### src/rtl/run_detect_pkg.sv
// -----------------------------------------------------------------------------
// run_detect_pkg
//   Shared constants and helpers for the run-length detector / scheduler slice.
//
//   Contents
//     NCH_DEF, THRESH_DEF, MAXRUN_DEF : default parameter values
//     idx_w(n)                        : width of an index into n items (>= 1)
//
//   Optional feature (see run_detect_sched): RUN_DETECT_STICKY_STATUS_EN
// -----------------------------------------------------------------------------
package run_detect_pkg;

  localparam int NCH_DEF    = 4;
  localparam int THRESH_DEF = 2;
  localparam int MAXRUN_DEF = 15;

  // Index width for n items; never collapses to zero so that a 1-bit
  // index is still produced for the minimum two-channel configuration.
  function automatic int idx_w(input int n);
    if (n <= 2) begin
      return 1;
    end
    return $clog2(n);
  endfunction

endpackage

### src/rtl/run_detect_sched_rr_arbiter.sv
// -----------------------------------------------------------------------------
// rr_arbiter
//   Round-robin single-grant arbiter. The search starts one past the last
//   accepted index and wraps from NCH-1 to 0. The grant is purely
//   combinational from valid and the pointer; the pointer only moves when
//   the caller reports that the granted transfer was accepted.
//
//   Ports
//     clk       : clock, rising edge
//     rst       : asynchronous, active-low reset (pointer -> NCH-1)
//     valid     : NCH request lines
//     accept    : a transfer on the current grant completes this cycle
//     grant     : one-hot grant (all zero when no request)
//     grant_idx : binary index of the granted line (0 when none)
//     ptr       : last accepted index, exposed for observation
// -----------------------------------------------------------------------------
module rr_arbiter
  import run_detect_pkg::*;
#(
  parameter  int NCH = NCH_DEF,
  localparam int CHW = idx_w(NCH)
) (
  input  logic           clk,
  input  logic           rst,
  input  logic [NCH-1:0] valid,
  input  logic           accept,
  output logic [NCH-1:0] grant,
  output logic [CHW-1:0] grant_idx,
  output logic [CHW-1:0] ptr
);

  // One extra bit so ptr + k (k <= NCH) never overflows before the wrap.
  logic [CHW:0]   sum;
  logic [CHW-1:0] cand;
  logic           found;

  always_comb begin
    grant     = '0;
    grant_idx = '0;
    found     = 1'b0;
    sum       = '0;
    cand      = '0;
    for (int k = 1; k <= NCH; k++) begin
      sum = {1'b0, ptr} + (CHW+1)'(k);
      if (sum >= (CHW+1)'(NCH)) begin
        sum = sum - (CHW+1)'(NCH);
      end
      cand = sum[CHW-1:0];
      if (!found && valid[cand]) begin
        found       = 1'b1;
        grant[cand] = 1'b1;
        grant_idx   = cand;
      end
    end
  end

  // Pointer at NCH-1 after reset makes channel 0 the first one served.
  always_ff @(posedge clk or negedge rst) begin
    if (!rst) begin
      ptr <= CHW'(NCH - 1);
    end else if (accept) begin
      ptr <= grant_idx;
    end
  end

endmodule

### src/rtl/run_detect_sched.sv
// -----------------------------------------------------------------------------
// run_detect_sched
//   Schedules NCH serial bit streams onto a single detector. One channel is
//   served per cycle (round robin). Each channel keeps its own count of
//   consecutive ones, saturating at MAXRUN. Whenever a served one brings the
//   count to THRESH or above, a one-cycle detection pulse reports the
//   channel and the run length.
//
//   Handshake: channel i transfers a bit on a rising edge where
//   req_valid[i] && req_ready[i]. req_ready is one-hot (or zero), computed
//   combinationally from req_valid; a requester holds req_valid/req_bit
//   until granted. At most one transfer happens per cycle.
//
//   Ports
//     clk        : clock, rising edge
//     rst        : asynchronous, active-low reset
//     req_valid  : [NCH]  channel presents a bit
//     req_bit    : [NCH]  serial data bit of each channel
//     req_ready  : [NCH]  one-hot grant
//     det_valid  : detection pulse, one cycle after the qualifying transfer
//     det_ch     : channel of the last detection (held between detections)
//     det_run    : run length of the last detection (held)
//     clr_status : [NCH]  clear sticky flags   (RUN_DETECT_STICKY_STATUS_EN)
//     status     : [NCH]  sticky detection flags (RUN_DETECT_STICKY_STATUS_EN)
//
//   Build option: define RUN_DETECT_STICKY_STATUS_EN to add the sticky
//   per-channel status register and its two ports.
// -----------------------------------------------------------------------------
module run_detect_sched
  import run_detect_pkg::*;
#(
  parameter  int NCH    = NCH_DEF,
  parameter  int THRESH = THRESH_DEF,
  parameter  int MAXRUN = MAXRUN_DEF,
  localparam int CHW    = idx_w(NCH),
  localparam int CW     = $clog2(MAXRUN + 1)
) (
  input  logic           clk,
  input  logic           rst,
  input  logic [NCH-1:0] req_valid,
  input  logic [NCH-1:0] req_bit,
  output logic [NCH-1:0] req_ready,
  output logic           det_valid,
  output logic [CHW-1:0] det_ch,
  output logic [CW-1:0]  det_run
`ifdef RUN_DETECT_STICKY_STATUS_EN
  ,
  input  logic [NCH-1:0] clr_status,
  output logic [NCH-1:0] status
`endif
);

  // ---------------------------------------------------------------------------
  // Arbitration
  // ---------------------------------------------------------------------------
  logic [CHW-1:0] gidx;
  logic [CHW-1:0] rr_ptr;
  logic           xfer;

  // The grant is a subset of req_valid, so any grant is a transfer.
  assign xfer = |(req_valid & req_ready);

  rr_arbiter #(
    .NCH (NCH)
  ) u_arb (
    .clk       (clk),
    .rst       (rst),
    .valid     (req_valid),
    .accept    (xfer),
    .grant     (req_ready),
    .grant_idx (gidx),
    .ptr       (rr_ptr)
  );

  // ---------------------------------------------------------------------------
  // Per-channel run counters
  // ---------------------------------------------------------------------------
  logic [CW-1:0] run [NCH];
  logic [CW-1:0] cur_run;
  logic [CW-1:0] next_run;
  logic          bit_in;
  logic          det_now;

  always_comb begin
    cur_run  = run[gidx];
    bit_in   = req_bit[gidx];
    next_run = '0;
    if (bit_in) begin
      // Saturate rather than wrap so long runs keep reporting MAXRUN.
      if (cur_run == CW'(MAXRUN)) begin
        next_run = CW'(MAXRUN);
      end else begin
        next_run = cur_run + 1'b1;
      end
    end
    // Detection fires on every qualifying one, including while saturated.
    det_now = xfer && bit_in && (next_run >= CW'(THRESH));
  end

  always_ff @(posedge clk or negedge rst) begin
    if (!rst) begin
      for (int c = 0; c < NCH; c++) begin
        run[c] <= '0;
      end
    end else if (xfer) begin
      run[gidx] <= next_run;
    end
  end

  // ---------------------------------------------------------------------------
  // Detection output: pulse for one cycle, channel/run held until the next hit
  // ---------------------------------------------------------------------------
  always_ff @(posedge clk or negedge rst) begin
    if (!rst) begin
      det_valid <= 1'b0;
      det_ch    <= '0;
      det_run   <= '0;
    end else begin
      det_valid <= det_now;
      if (det_now) begin
        det_ch  <= gidx;
        det_run <= next_run;
      end
    end
  end

`ifdef RUN_DETECT_STICKY_STATUS_EN
  // ---------------------------------------------------------------------------
  // Sticky status: set on a detection in the transfer cycle, so it becomes
  // visible together with det_valid. Set wins over a coincident clear.
  // ---------------------------------------------------------------------------
  logic [NCH-1:0] det_set;

  always_comb begin
    det_set = '0;
    if (det_now) begin
      det_set[gidx] = 1'b1;
    end
  end

  always_ff @(posedge clk or negedge rst) begin
    if (!rst) begin
      status <= '0;
    end else begin
      status <= (status & ~clr_status) | det_set;
    end
  end
`endif

endmodule

### config.mk
export PLATFORM = sky130hd
export DESIGN_NAME = run_detect_sched
export DESIGN_NICKNAME = d
export VERILOG_FILES = /design/src/rtl/run_detect_pkg.sv /design/src/rtl/run_detect_sched_rr_arbiter.sv /design/src/rtl/run_detect_sched.sv
export SDC_FILE = /design/constraint.sdc
export NUM_CORES = 1
export LEC_CHECK = 0
export CAP_MARGIN = 20
export CORE_ASPECT_RATIO = 0.75
export CORE_UTILIZATION = 55
export DETAILED_ROUTE_END_ITERATION = 10
export GPL_TIMING_DRIVEN = 0
export HOLD_SLACK_MARGIN = 0.15
export PLACE_DENSITY = 0.85
export SYNTH_ARGS = -nofsm -noshare
export SYNTH_HDL_FRONTEND = slang
export SYNTH_SLANG_ARGS = --single-unit
### constraint.sdc
create_clock -name clk -period 10.7 [get_ports clk]
set_input_delay 3.21 -clock clk [delete_from_list [all_inputs] [get_ports clk]]
set_output_delay 3.21 -clock clk [all_outputs]
set_load 0.05 [all_outputs]
==> impl_metrics.ini, run 1 <==
[worst_setup_path]
arrival_ns = 6.08
reg2reg_slack_ns = 6.02
path_cells = clkdlybuf4s50_1, clkbuf_1, mux2i_1, mux2i_1, clkbuf_1, inv_1, a221o_1, clkdlybuf4s50_1
required_ns = 7.49
rr_endpoint = det_run[0]
critical_path.top_delay_family = buffers and inverters
cp-end-kind = output port
start_kind = primary input
crit_fanout = 10
criticalPathCategory = primary input to output port
critPathMaxStageDelay_ns = 0.70
worst-path-buf-inv = 5
rr_startpoint = u_arb.ptr[0]
worst_path_max_delay_cell = clkdlybuf4s50_1
r2r_cells = 15

[sta]
whs_ns = 0.524
finalHoldViolCount = 0
final-setup-viol-count = 0
min_period_over_period = 0.868
rsz0062_at_grt = false
fin_worst_skew_ns = 0.00167
fin_crit_ns = 9.29
setup_slack_ns = 1.41
relSlewSlack = 0.644
fin_setup_tns_ns = 0
fmax_ghz = 0.108
worstMarginPinSlew_ns = 0.531
drv_slew = 0

[clock_tree]
cts_buffer_depth = 2
ctsResizeCount = 0
insertion_delay_ns = 0.27
cts_tree = done
cts.sinks = 25
cts-htree-levels = 1
holdBufCountCts = 0
cts_setup_buffers = 0
numCtsBuffers = 3
clk_pin_slew_worst_paths_ns = 0.09
cts_root_buf = clkbuf_8

[synthesis]
yosysWarnings = 0
synth_area_leaders = dfrtp_1 (30%), mux2_2 (12%), mux2i_1 (9.4%), ha_1 (5.9%), mux4_2 (3.5%)
netlist_area_um2 = 1910
ys_seq_elements = 25
synth_cell_types = 46
yosysTopAreaCell = dfrtp_1
async_flop_share = 1.00
synth_ff_type = dfrtp_1
yosysTopAreaCellShare = 0.301
synth-edff-count = 0
ys_seq_area_frac = 0.329
syn_area_per_cell_um2 = 10.4
synth_cells = 184
synth_common_cells = dfrtp_1 (23), mux2_2 (20), mux2i_1 (18), inv_1 (16)
synth_most_common_cell = dfrtp_1
syn_nets = 203

[die]
fp.dieW_um = 70.1
boundaryPins = 21
core_area_um2 = 3310
num_rows = 18
die_y_um = 53.0
dieArea_um2 = 3720
initial_core_util = 0.577

[grt]
grt_max_degree = 26
overflow = 0
grt_pass1_vias = 1448
grtUsageTotal = 0.253
grt_antenna_before_repair = 0
grt_pass1_wl_um = 7220

[cells_and_area]
multi_input_area_um2 = 1170
drive_above_1_share = 0.208
fillCellCount = 242
final_util = 0.669
antenna_cells = 0
num-nets-final = 227
syn_to_final_growth_pct = 15.9
seq_area_um2 = 628

[min_path]
hold_end = det_run[3]
min_path_cells = 2
min_path_type = register to register
min_from = det_run[3]

[flow_run]
max-cap-violations = 0

[detailed_routing]
via_per_inst = 6.35
wl_per_cell_um = 17.9
drcViolationCount = 0
antenna_left = 0
num_vias = 1568
drt_iter0_markers = 135
dr.pass1.iters = 4
drt-total-wl_um = 4430

[run_status]
status = finished clean

[placed_design]
dp_hpwl_um = 3280
numPortBuffers = 18
gp_congestion = 0.899
dpl_worst_slack_ns = 1.50
## area by class of cell
class / instances / share of cell area
Clock inverter: 1 / 0.00226
Inverter: 16 / 0.0271
Timing Repair Buffer: 19 / 0.0938
Tap cell: 40 / 0.0226
Multi-Input combinational cell: 133 / 0.528
Clock buffer: 3 / 0.0186
Sequential cell: 25 / 0.284
Buffer: 10 / 0.0237
## cells by family (layout without fill, tap and decap cells)
kind of cell / Yosys count / after routing / synth area share
AOI/OAI and AO/OA: 42 / 42 / 0.165
adders and majority gates: 9 / 9 / 0.0589
buffers and inverters: 26 / 49 / 0.0589
DFF: 25 / 25 / 0.329
muxes: 43 / 43 / 0.263
and+or+nand+nor: 39 / 39 / 0.125
## layout by cell type (no fill, tap or decap), types with 6 or more instances in the layout
cell / netlist / layout
dfrtp_1: 23 / 23
mux2_2: 20 / 20
mux2i_1: 18 / 18
clkdlybuf4s50_1: 0 / 18
inv_1: 16 / 16
nor2_1: 9 / 9
ha_1: 9 / 9
o21ai_0: 7 / 7
a21oi_1: 7 / 7
nand3_1: 6 / 6
## metrics by stage
stage / cells / area (µm²)
floorplan: 184 / 1910
global placement: 242 / 2140
detailed placement: 242 / 2140
CTS: 246 / 2190
global route: 247 / 2210
finish: 247 / 2210
## layer usage
layer / vias to the layer above / wire length, µm / GRT usage
met5: - / 0 / 0
met4: 0 / 17 / 0.0367
met3: 6 / 263 / 0.0495
met2: 60 / 2100 / 0.415
met1: 774 / 2050 / 0.355
li1: 728 / - / -
## how the worst max path moves through the flow
stage / startpoint / to / slack (ns) / cells after the start
floorplan: req_valid[1] / req_ready[0] / 2.77 / 6
global placement: req_valid[2] / req_ready[3] / 1.62 / 8
detailed placement: req_valid[2] / req_ready[3] / 1.50 / 8
CTS: req_valid[2] / req_ready[3] / 1.50 / 8
global route: req_valid[2] / req_ready[3] / 1.26 / 8
finish: req_valid[2] / req_ready[3] / 1.41 / 8
## flip-flops by register name, indices dropped and copies added (netlist names)
register and count:
det_valid 1, det_ch 2, det_run 4, u_arb.ptr 2, run 16
## tightest hold or removal path: stages (launching register included)
cell and delay (ns):
dfrtp_1 0.35, o21ai_0 0.07, o21ai_0 0.07
Power of run 1 is not shown: default switching activity piles up to over one toggle a cycle in this logic, so the estimate is an artifact.
==> run 2, diff against run 1 <==
- CAP_MARGIN: 20 -> 30
- SLEW_MARGIN: default -> 20
==> run 2 against run 1 <==
Effect of this change:
- first-iteration DRC count shrank 30%
- flip-flop and latch count unchanged
- highest routed layer unchanged
- final cell count did not move
- die area unchanged
- critical path type unchanged
==> impl_metrics.ini, run 2 (synthesis results as in run 1) <==
[run_status]
status = finished clean

[clock_tree]
cts_tree = done
clk_pin_slew_worst_paths_ns = 0.09
insertion_delay_ns = 0.27
cts_setup_buffers = 0
cts_root_buf = clkbuf_8
ctsResizeCount = 0
cts_buffer_depth = 2
cts.sinks = 25
holdBufCountCts = 0
cts-htree-levels = 1
numCtsBuffers = 3

[grt]
grt_pass1_wl_um = 7140
grt_pass1_vias = 1464
overflow = 0
grt_max_degree = 15
grtUsageTotal = 0.251
grt_antenna_before_repair = 0

[die]
num_rows = 18
fp.dieW_um = 70.1
dieArea_um2 = 3720
initial_core_util = 0.577
die_y_um = 53.0
core_area_um2 = 3310
boundaryPins = 21

[cells_and_area]
syn_to_final_growth_pct = 15.2
drive_above_1_share = 0.203
top_regs = run (16), det_run (4)
final_common_cell = dfrtp_1
antenna_cells = 0
regMostFlops = run
num-nets-final = 227
largest_reg_flops = 16
final_cell_mix = dfrtp_1 (23), mux2_2 (20), mux2i_1 (18), clkdlybuf4s50_1 (18), inv_1 (16)

[placed_design]
dp_hpwl_um = 3430
gp_congestion = 0.899
numPortBuffers = 18

[detailed_routing]
top_layer_used = met4
via_per_inst = 6.30
drt_iter0_markers = 94
dr.pass1.iters = 4
wl_met3_um = 203
wl_per_cell_um = 17.7
antenna_left = 0
drt-total-wl_um = 4370
num_vias = 1557
drcViolationCount = 0
routed-wl-met2_um = 2070
wl_met1_um = 2060

[min_path]
min_path_type = register to register
min_from = det_ch[1]

[sta]
final-setup-viol-count = 0
drv_slew = 0
fin_setup_tns_ns = 0
relSlewSlack = 0.621
fin_crit_ns = 9.23
worstMarginPinSlew_ns = 0.567
finalHoldViolCount = 0
fin_worst_skew_ns = 0.00755
rsz0062_at_grt = false
min_period_over_period = 0.862
fmax_ghz = 0.108

[worst_setup_path]
rr_startpoint = u_arb.ptr[0]
crit_fanout = 10
arrival_ns = 6.02
startpoint = req_valid[2]
reg2reg_slack_ns = 5.96
criticalPathCategory = primary input to output port
cp-end-kind = output port
required_ns = 7.49
start_kind = primary input

[flow_run]
max-cap-violations = 0
==> run 2: cell count changes in the layout (fill, tap and decap cells not counted), sizes merged <==
cell | before | now
clkinv | 1 | 0
clkbuf | 9 | 10
==> run 2: worst max-delay path, cell delays in order <==
cell,delay (ns)
clkdlybuf4s50_1,0.51
clkbuf_1,0.35
mux2i_1,0.18
mux2i_1,0.27
clkbuf_1,0.35
inv_1,0.12
a221o_1,0.33
clkdlybuf4s50_1,0.70
==> run 2: final timing paths <==
kind	endpoint	cells after the start
min in group asynchronous	det_valid	1
worst min register to register	det_ch[1]	2
worst max-delay path	req_ready[3]	8
worst max register to register	det_ch[0]	15
worst min-delay path	det_ch[1]	2
max in group asynchronous	run[2]	2
==> run 2: cell type report <==
class / count / area, µm²
Buffer: 10 / 52.6
Clock buffer: 4 / 45.0
Fill cell: 237 / 1110
Inverter: 16 / 60.1
Multi-Input combinational cell: 133 / 1170
Sequential cell: 25 / 628
Tap cell: 40 / 50.0
Timing Repair Buffer: 19 / 195
==> run 2: stage by stage <==
step                      cells  utilization  cell area [µm²]  setup slack (ns)  hold WS (ns)
after global routing        247        0.665             2200              1.30         0.552
after CTS                   247        0.665             2200              1.50         0.524
after global placement      242        0.647             2140              1.62         0.488
after floorplan             184            -             1910              2.77         0.479
after detailed placement    243        0.651             2160              1.50         0.509
final                       247        0.665             2200              1.47         0.524
==> run 2: per-layer routing <==
layer  track usage  vias to the layer above
li1              -                      733
met1         0.339                      771
met2         0.420                       44
met3        0.0533                        9
met4        0.0467                        0
met5             0                        -
Power of run 2 is left out for the same reason.
==> run 3, diff against run 2 <==
- TNS_END_PERCENT: default -> 5
==> results of run 3 <==
No change in the layout: final DEF, timing and power equal those of run 2.
Power of run 3 is left out for the same reason.
